## config.mk

```make
export PLATFORM = sky130hd
export DESIGN_NAME = in_pixel_packer
export DESIGN_NICKNAME = d
export VERILOG_FILES = /design/src/rtl/in_pixel_packer.sv
export SDC_FILE = /design/constraint.sdc
export NUM_CORES = 1
export LEC_CHECK = 0
export CAP_MARGIN = 20
export CORE_ASPECT_RATIO = 0.6
export CORE_UTILIZATION = 30
export CTS_BUF_LIST = sky130_fd_sc_hd__clkbuf_8 sky130_fd_sc_hd__clkbuf_16
export DETAILED_ROUTE_END_ITERATION = 16
export PLACE_DENSITY = 0.58
export SYNTH_ARGS = -nofsm -noshare
export SYNTH_HDL_FRONTEND = slang
export SYNTH_SLANG_ARGS = --single-unit
```

## constraint.sdc

```tcl
create_clock -name clock -period 6.95 [get_ports clock]
set_clock_uncertainty 0.1 [all_clocks]
set_input_delay 1.39 -clock clock [delete_from_list [all_inputs] [get_ports clock]]
set_output_delay 1.39 -clock clock [all_outputs]
set_load 0.01 [all_outputs]
```

## src/rtl/in_pixel_packer.sv

```systemverilog
// Packs the input-port pixel stream into PIX-wide words for the VDMA write FIFO, tagged with sof/last/end and a pixel count.
// Optional INPORT_PACK_STAT_EN adds frame_words / drop_cnt statistics outputs.
module in_pixel_packer #(
  parameter int DSIZE = 24,
  parameter int PIX   = 4,
  localparam int WSIZE = DSIZE*PIX,
  localparam int CW    = $clog2(PIX+1)
) (
  input  logic             clock,
  input  logic             rst,
  input  logic             idata_vld,
  input  logic [DSIZE-1:0] idata,
  input  logic             falign,
  input  logic             lalign,
  input  logic             ealign,
  input  logic             fifo_full,
  output logic             fifo_wr_en,
  output logic [WSIZE-1:0] fifo_wdata,
  output logic             fifo_wsof,
  output logic             fifo_wlast,
  output logic             fifo_wend,
  output logic [CW-1:0]    fifo_wnum,
  output logic             overflow,
  output logic             sync_err
`ifdef INPORT_PACK_STAT_EN
  ,
  output logic [31:0]      frame_words,
  output logic [15:0]      drop_cnt
`endif
);

  typedef enum logic {IDLE, ACTIVE} state_t;

  state_t           state, state_n;
  logic [CW-1:0]    cnt, cnt_n;
  logic             sof_pend, sof_pend_n;
  logic [DSIZE-1:0] slot_q [PIX];

  logic          accept, restart, emit, end_hit, sof_cur, sync_err_n;
  logic [CW-1:0] base, fill;
  logic [WSIZE-1:0] word;

  // A restart (falign) writes the current pixel at slot 0 and discards any partial word.
  always_comb begin
    state_n    = state;
    cnt_n      = cnt;
    sof_pend_n = sof_pend;
    restart    = 1'b0;
    sync_err_n = 1'b0;
    accept     = 1'b0;
    if (idata_vld) begin
      unique case (state)
        IDLE: begin
          if (falign) begin
            restart = 1'b1;
            accept  = 1'b1;
            state_n = ACTIVE;
          end
        end
        ACTIVE: begin
          accept = 1'b1;
          if (falign) begin
            restart    = 1'b1;
            sync_err_n = 1'b1;
          end
        end
        default: state_n = IDLE;
      endcase
    end

    base    = restart ? '0 : cnt;
    fill    = base + 1'b1;
    sof_cur = restart | sof_pend;
    end_hit = accept & ealign;
    emit    = accept & ((fill == CW'(PIX)) | lalign | ealign);

    if (accept) begin
      if (emit) begin
        cnt_n      = '0;
        sof_pend_n = 1'b0;
        if (ealign) state_n = IDLE;
      end else begin
        cnt_n      = fill;
        sof_pend_n = sof_cur;
      end
    end
  end

  // Word assembly: stored slots below base, live pixel at base, zeros above.
  always_comb begin
    word = '0;
    for (int unsigned i = 0; i < PIX; i++) begin
      if (CW'(i) < base)
        word[i*DSIZE +: DSIZE] = slot_q[i];
      else if (CW'(i) == base)
        word[i*DSIZE +: DSIZE] = idata;
    end
  end

  always_ff @(posedge clock) begin
    if (rst) begin
      state    <= IDLE;
      cnt      <= '0;
      sof_pend <= 1'b0;
    end else begin
      state    <= state_n;
      cnt      <= cnt_n;
      sof_pend <= sof_pend_n;
    end
  end

  always_ff @(posedge clock) begin
    for (int unsigned i = 0; i < PIX; i++) begin
      if (accept && CW'(i) == base) slot_q[i] <= idata;
    end
  end

  always_ff @(posedge clock) begin
    if (rst) begin
      fifo_wr_en <= 1'b0;
      fifo_wdata <= '0;
      fifo_wsof  <= 1'b0;
      fifo_wlast <= 1'b0;
      fifo_wend  <= 1'b0;
      fifo_wnum  <= '0;
      overflow   <= 1'b0;
      sync_err   <= 1'b0;
    end else begin
      fifo_wr_en <= emit & ~fifo_full;
      sync_err   <= sync_err_n;
      if (emit && fifo_full) overflow <= 1'b1;
      if (emit && !fifo_full) begin
        fifo_wdata <= word;
        fifo_wsof  <= sof_cur;
        fifo_wlast <= lalign | ealign;
        fifo_wend  <= ealign;
        fifo_wnum  <= fill;
      end
    end
  end

`ifdef INPORT_PACK_STAT_EN
  logic        frame_done_q, restart_q;
  logic [31:0] word_acc;

  // Counting off the registered fifo_wr_en lands frame_words one cycle after the ealign word.
  always_ff @(posedge clock) begin
    if (rst) begin
      frame_done_q <= 1'b0;
      restart_q    <= 1'b0;
      word_acc     <= '0;
      frame_words  <= '0;
      drop_cnt     <= '0;
    end else begin
      frame_done_q <= end_hit;
      restart_q    <= restart;
      if (emit && fifo_full && drop_cnt != '1) drop_cnt <= drop_cnt + 16'd1;
      if (frame_done_q) begin
        frame_words <= (restart_q ? 32'd0 : word_acc) + 32'(fifo_wr_en);
        word_acc    <= '0;
      end else if (restart_q) begin
        word_acc <= 32'(fifo_wr_en);
      end else begin
        word_acc <= word_acc + 32'(fifo_wr_en);
      end
    end
  end
`endif

endmodule

```

Word-level counts from Yosys, hierarchy flattened
Memories as Yosys holds them, arrays and structs flattened. A register that Yosys moved wholly into a read port is not among the register bits.
Cells that the tools add are included.

storage, ports and cells
  flip-flop bits (word level) = 110
  bits in writable memories = 96
  output and inout bits = 105
  memories kept = 1

memories
  name    depth  width  read ports  clocked after memory_dff  write ports  RTL line  source
  slot_q  4      24     4           1                         1            37        logic [DSIZE-1:0] slot_q [PIX];

operators by class
  add/subtract/negate cells = 1
  $lt $le $gt $ge = 4
  eq/ne operators = 4
  multiplexer cells = 37
  bitwise gates (word level) = 9
  reductions and logical operators = 12

operators by type and width
  operator                                                               number
  24-bit two-way mux                                                     11
  24-bit OR reduction                                                    3
  1-bit two-way mux                                                      20
  2-bit by 3-bit equality test with 1-bit output (first input constant)  2
  1-bit logical AND                                                      6
  1-bit by 3-bit < comparator with 1-bit output (first input constant)   2
  2-bit by 3-bit < comparator with 1-bit output (first input constant)   2
  2-bit two-way mux                                                      3
  3-bit two-way mux                                                      2
  1-bit bitwise OR                                                       4
  3-bit by 1-bit adder with 3-bit output (second input constant)         1
  1-bit by 3-bit equality test with 1-bit output (first input constant)  1
  3-bit equality test (second input constant)                            1
  3-bit zero test                                                        1
  1-bit inverter                                                         3
  3-bit OR reduction                                                     1
  1-bit AND                                                              2
  1-bit case mux with 2 select lines                                     1
  1-bit zero test                                                        1

Logic depth before layout (Yosys ltp)
  depth after elaboration = 11
  gate-level depth with buffers = 12
  mapped depth without buffers = 8

Worst setup path before layout
Ideal clock, no wire load.

  path kind = input-to-reg
  from = input idata_vld
  to = memory slot_q[3][0], enable pin
  library setup time = 0.478 ns
  data arrival time = 4.433 ns
  data required time = 6.372 ns
  setup slack = 1.939 ns
  stages = 3
  buffers on the path = 1
  path through = buf_2 > and2_0 > nor4b_1

on the way
  longest elaborated chain between the ends = 10

ends and longest elaborated chain
  what                                                                           RTL line  source
  from (decl)                                                                    11        input logic idata_vld,
  1-bit two-way mux                                                              51        if (idata_vld) begin
  3-bit two-way mux                                                              71        base = restart ? '0 : cnt;
  1-bit by 3-bit equality test with 1-bit output                                 114       if (accept && CW'(i) == base) slot_q[i] <= idata;
  1-bit logical AND                                                              114
  1-bit two-way mux                                                              114
  1-bit two-way mux (implied by the code)                                        114
  24-bit OR reduction (no line)                                                  n/a
  2-bit two-way mux (no line) or 1-bit two-way mux (tied branches) (3 in a row)  n/a
  to (decl)                                                                      37

Several ways; a longest one is shown, not always the timed one.

Worst setup path in the final report
  from = input falign
  to = register fifo_wdata[49]

on the way
  longest elaborated chain between the ends = 9

ends and longest elaborated chain
  what                                    RTL line  source
  from (decl)                             13        input logic falign,
  1-bit two-way mux *                     54, 62
  1-bit two-way mux                       51
  3-bit two-way mux                       71
  3-bit by 1-bit adder with 3-bit output  72        fill = base + 1'b1;
  3-bit equality test                     75        emit = accept & ((fill == CW'(PIX)) | lalign | ealign);
  1-bit bitwise OR (2 in a row)           75
  1-bit AND                               75
  1-bit logical AND                       132       if (emit && !fifo_full) begin
  to (signal assigned)                    133       fifo_wdata <= word;
  to (decl)                               18        output logic [WSIZE-1:0] fifo_wdata,

Every way passes the cells marked *; elsewhere a longest branch is shown, timed or not.
A chain may end at the register's enable or synchronous reset.

==> metrics.md <==
| Metric | Value |
|---|---|
| Status | `finished clean` |
| Buffers on Ports | `135` |
| YS warnings | `0` |
| H-tree level count | `1` |
| Root Buffer Master | `clkbuf_16` |
| Post-synth EDFFs | `72` |
| # DRC | `0` |
| Die H | `135 um` |
| WP data arrival | `5.18 ns` |
| Non-filler cells, final | `1,339` |
| # setup viols final | `0` |
| Crit Path Class | `in2reg` |
| Placed cells | `1,301` |
| Die ar. | `30,100 sq um` |
| Detailed Routing Iterations Pass 1 | `5` |
| Vias/cell | `5.16` |
| Final hold vios | `0` |
| # resized after CTS | `0` |
| Vias in the first global route | `6,591` |
| RSZ-0062 raised after global routing | `no` |
| Crit-path max FO | `28` |
| Placed Area | `10,400 sq um` |
| Largest net degree at the start of global routing | `102` |
| Worst-skew pair later-pin latency | `0.51 ns` |
| CTS buffer count | `21` |
| Vias post-DR | `6,904` |
| Reg-to-reg critical path endpoint | `fifo_wdata[49]` |
| Worst slew pin tran | `1.10 ns` |
| CP top delay family | `compound AO/OA/AOI/OAI gates` |
| R2R Setup Slk | `3.06 ns` |
| Fmax | `205 MHz` |
| Core Util, Final | `0.385` |
| ANT nets after route | `0` |
| Initial antenna violation count | `3` |
| Reg-to-reg critical path startpoint | `cnt[1]` |
| # diodes | `0` |
| Min Clock Period, post-route | `4.87 ns` |
| Hold Crit Endpoint | `fifo_wdata[35]` |
| Design Area, Final | `11,100 sq um` |
| Worst EP required | `7.25 ns` |
| Number of synthesized register bits | `206` |
| Hold Slack | `0.347 ns` |
| Mean Syn Cell Area | `10.3 sq um` |
| Post-DP HPWL | `17.1 mm` |
| Max VDD drop | `0.000110 V` |
| CTS tree | `yes` |
| Unique cell type count in the Yosys netlist | `45` |
| Setup bufs post-CTS | `0` |
| Cts hold-fix bufs | `0` |
| Setup crit start kind | `primary input` |
| Post-Syn Nets | `890` |
| Endpoint kind of the worst setup timing path | `flop` |
| Pre-CTS WS | `1.56 ns` |
| GRT Total Usage | `0.178` |
| Final worst slack | `2.08 ns` |
| Relative slew slack | `0.264` |
| CORE AREA | `28,800 sq um` |
| Wire per inst | `20.3 um` |
| DRT iter0 DRCs | `780` |
| CP Buf/Inv Count | `2` |
| Clock buffer depth | `3` |
| Layout cells sized above 1 | `0.114` |
| Gp weighted congestion | `0.780` |
| Synth Cell Area | `8820 sq um` |
| Synth Flop Type | `dfxtp_1` |
| Max-Cap Viols | `0` |
| Worst-path clk slew | `0.07 ns` |
| Num rows | `48` |
| Synthesis-to-layout area growth | `25.8%` |
| Max-slew violation count | `0` |
| First-pass GRT wire length | `41.1 mm` |
| Sequential area share after synthesis | `0.550` |
| Power per cell area | `241 nW/um^2` |
| Hold path depth | `2` |
| Class of the worst hold path | `reg2reg` |
| Max stage delay on crit path | `1.00 ns` |
| Die width | `223 um` |
| Hold_sp | `fifo_wdata[35]` |
| CP Cell Sequence | `clkdlybuf4s50_1 > nand2_1 > and2_1 > ha_1 > a21boi_1 > o21a_1 > o21ai_4 > buf_4 > mux2_2` |
| Setup TNS | `0 ns` |
| Final worst path period share | `0.701` |
| DRT Wirelength | `27.2 mm` |
| Synth async-reset ratio | `0` |
| Initial Utilization | `0.306` |
| Final nets | `982` |
| Overall power consumption | `2.67 mW` |
| Sink Count | `206` |
| LEAKAGE | `3.96 nW` |
| GRT overflow | `0` |
| R2R cell count | `6` |
| CP max-delay cell | `o21ai_4` |
| Syn Inst Count | `857` |
| Top Ports | `136` |
[state kept, by name, summed over array words and instances (netlist names)]
register,cells
fifo_wnum,3
fifo_wr_en,1
cnt,3
fifo_wend,1
sof_pend,1
fifo_wsof,1
overflow,1
fifo_wlast,1
sync_err,1
state,1
fifo_wdata,96
slot_q,96
[cell families after synthesis]
family | share of synthesized area
xor+xnor | 0.000994
simple gates | 0.113
mux | 0.0998
buf+inv | 0.0565
compound gates | 0.177
fa+ha+maj | 0.00284
flops | 0.550
[synthesized netlist by cell type, types with 2 or more instances]
cell	number	area share
o2111ai_1	24	0.024
o21ai_1	8	0.0045
buf_6	5	0.0064
nand3_1	48	0.027
mux2_2	21	0.027
nor2_1	7	0.0030
nand2_1	126	0.054
mux2i_1	26	0.030
nor2b_1	25	0.018
buf_2	13	0.0074
a21oi_1	29	0.016
ha_1	2	0.0028
o21ai_0	116	0.066
a211oi_1	3	0.0026
mux2_4	21	0.036
o211ai_1	30	0.026
nor3_1	3	0.0017
buf_4	3	0.0026
nor4b_1	2	0.0020
edfxtp_1	72	0.25
inv_1	27	0.011
mux2_1	6	0.0077
o211a_1	26	0.030
and2_1	2	0.0014
o21a_1	3	0.0026
dfxtp_1	134	0.30
clkbuf_1	56	0.024
buf_8	2	0.0034
[report_power, final]
part,internal [mW],switching [mW]
Clock,0.650,0.495
Sequential,1.29,0.0151
Combinational,0.0865,0.138
[how the worst max path moves through the flow]
| stage | start | end | depth (start not counted) |
|---|---|---|---|
| floorplan | idata_vld | slot_q[3][0] | 3 |
| global placement | idata_vld | fifo_wdata[49] | 9 |
| detailed placement | falign | fifo_wdata[49] | 9 |
| CTS | falign | fifo_wdata[49] | 9 |
| global route | falign | fifo_wdata[49] | 9 |
| finish | falign | fifo_wdata[49] | 9 |
[area by class of cell]
class,count,area [sq um]
Clock inverter,12,100
Fill cell,2851,17700
Timing Repair Buffer,150,1460
Multi-Input combinational cell,542,3510
Tap cell,375,469
Inverter,28,105
Sequential cell,206,4850
Clock buffer,26,594
[worst min-delay path, cell delays in order, from the launching register on]
cell	delay, ns
dfxtp_1	0.31
nand2_1	0.05
o21ai_1	0.05
[routing by layer]
| metal | vias up | share of wire | GRT usage |
|---|---|---|---|
| met5 | - | 0 | 0 |
| met4 | 0 | 0.022 | 0.0453 |
| met3 | 38 | 0.088 | 0.0409 |
| met2 | 271 | 0.41 | 0.250 |
| met1 | 3351 | 0.48 | 0.271 |
| li1 | 3244 | - | - |
[cell usage in the layout, fill, tap and decap left out, drive strengths merged]
master and instances:
o21ai 126, mux2i 26, clkinv 4, and2 3, o21a 3, or2 2
edfxtp 72, clkinvlp 3, nand3 49, a21boi 2, dfxtp 134, clkbuf 26
o211a 26, nor2b 25, and3 1, inv 32, nor4 1, and3b 1
xor2 1, clkdlybuf4s50 135, mux2 48, a211oi 3, nand2 127, buf 15
nor2 7, bufinv 1, nor4b 2, a21oi 29, ha 2, nor3 3
o2111ai 24, o211ai 31
Power figures use the tool's default switching activity.
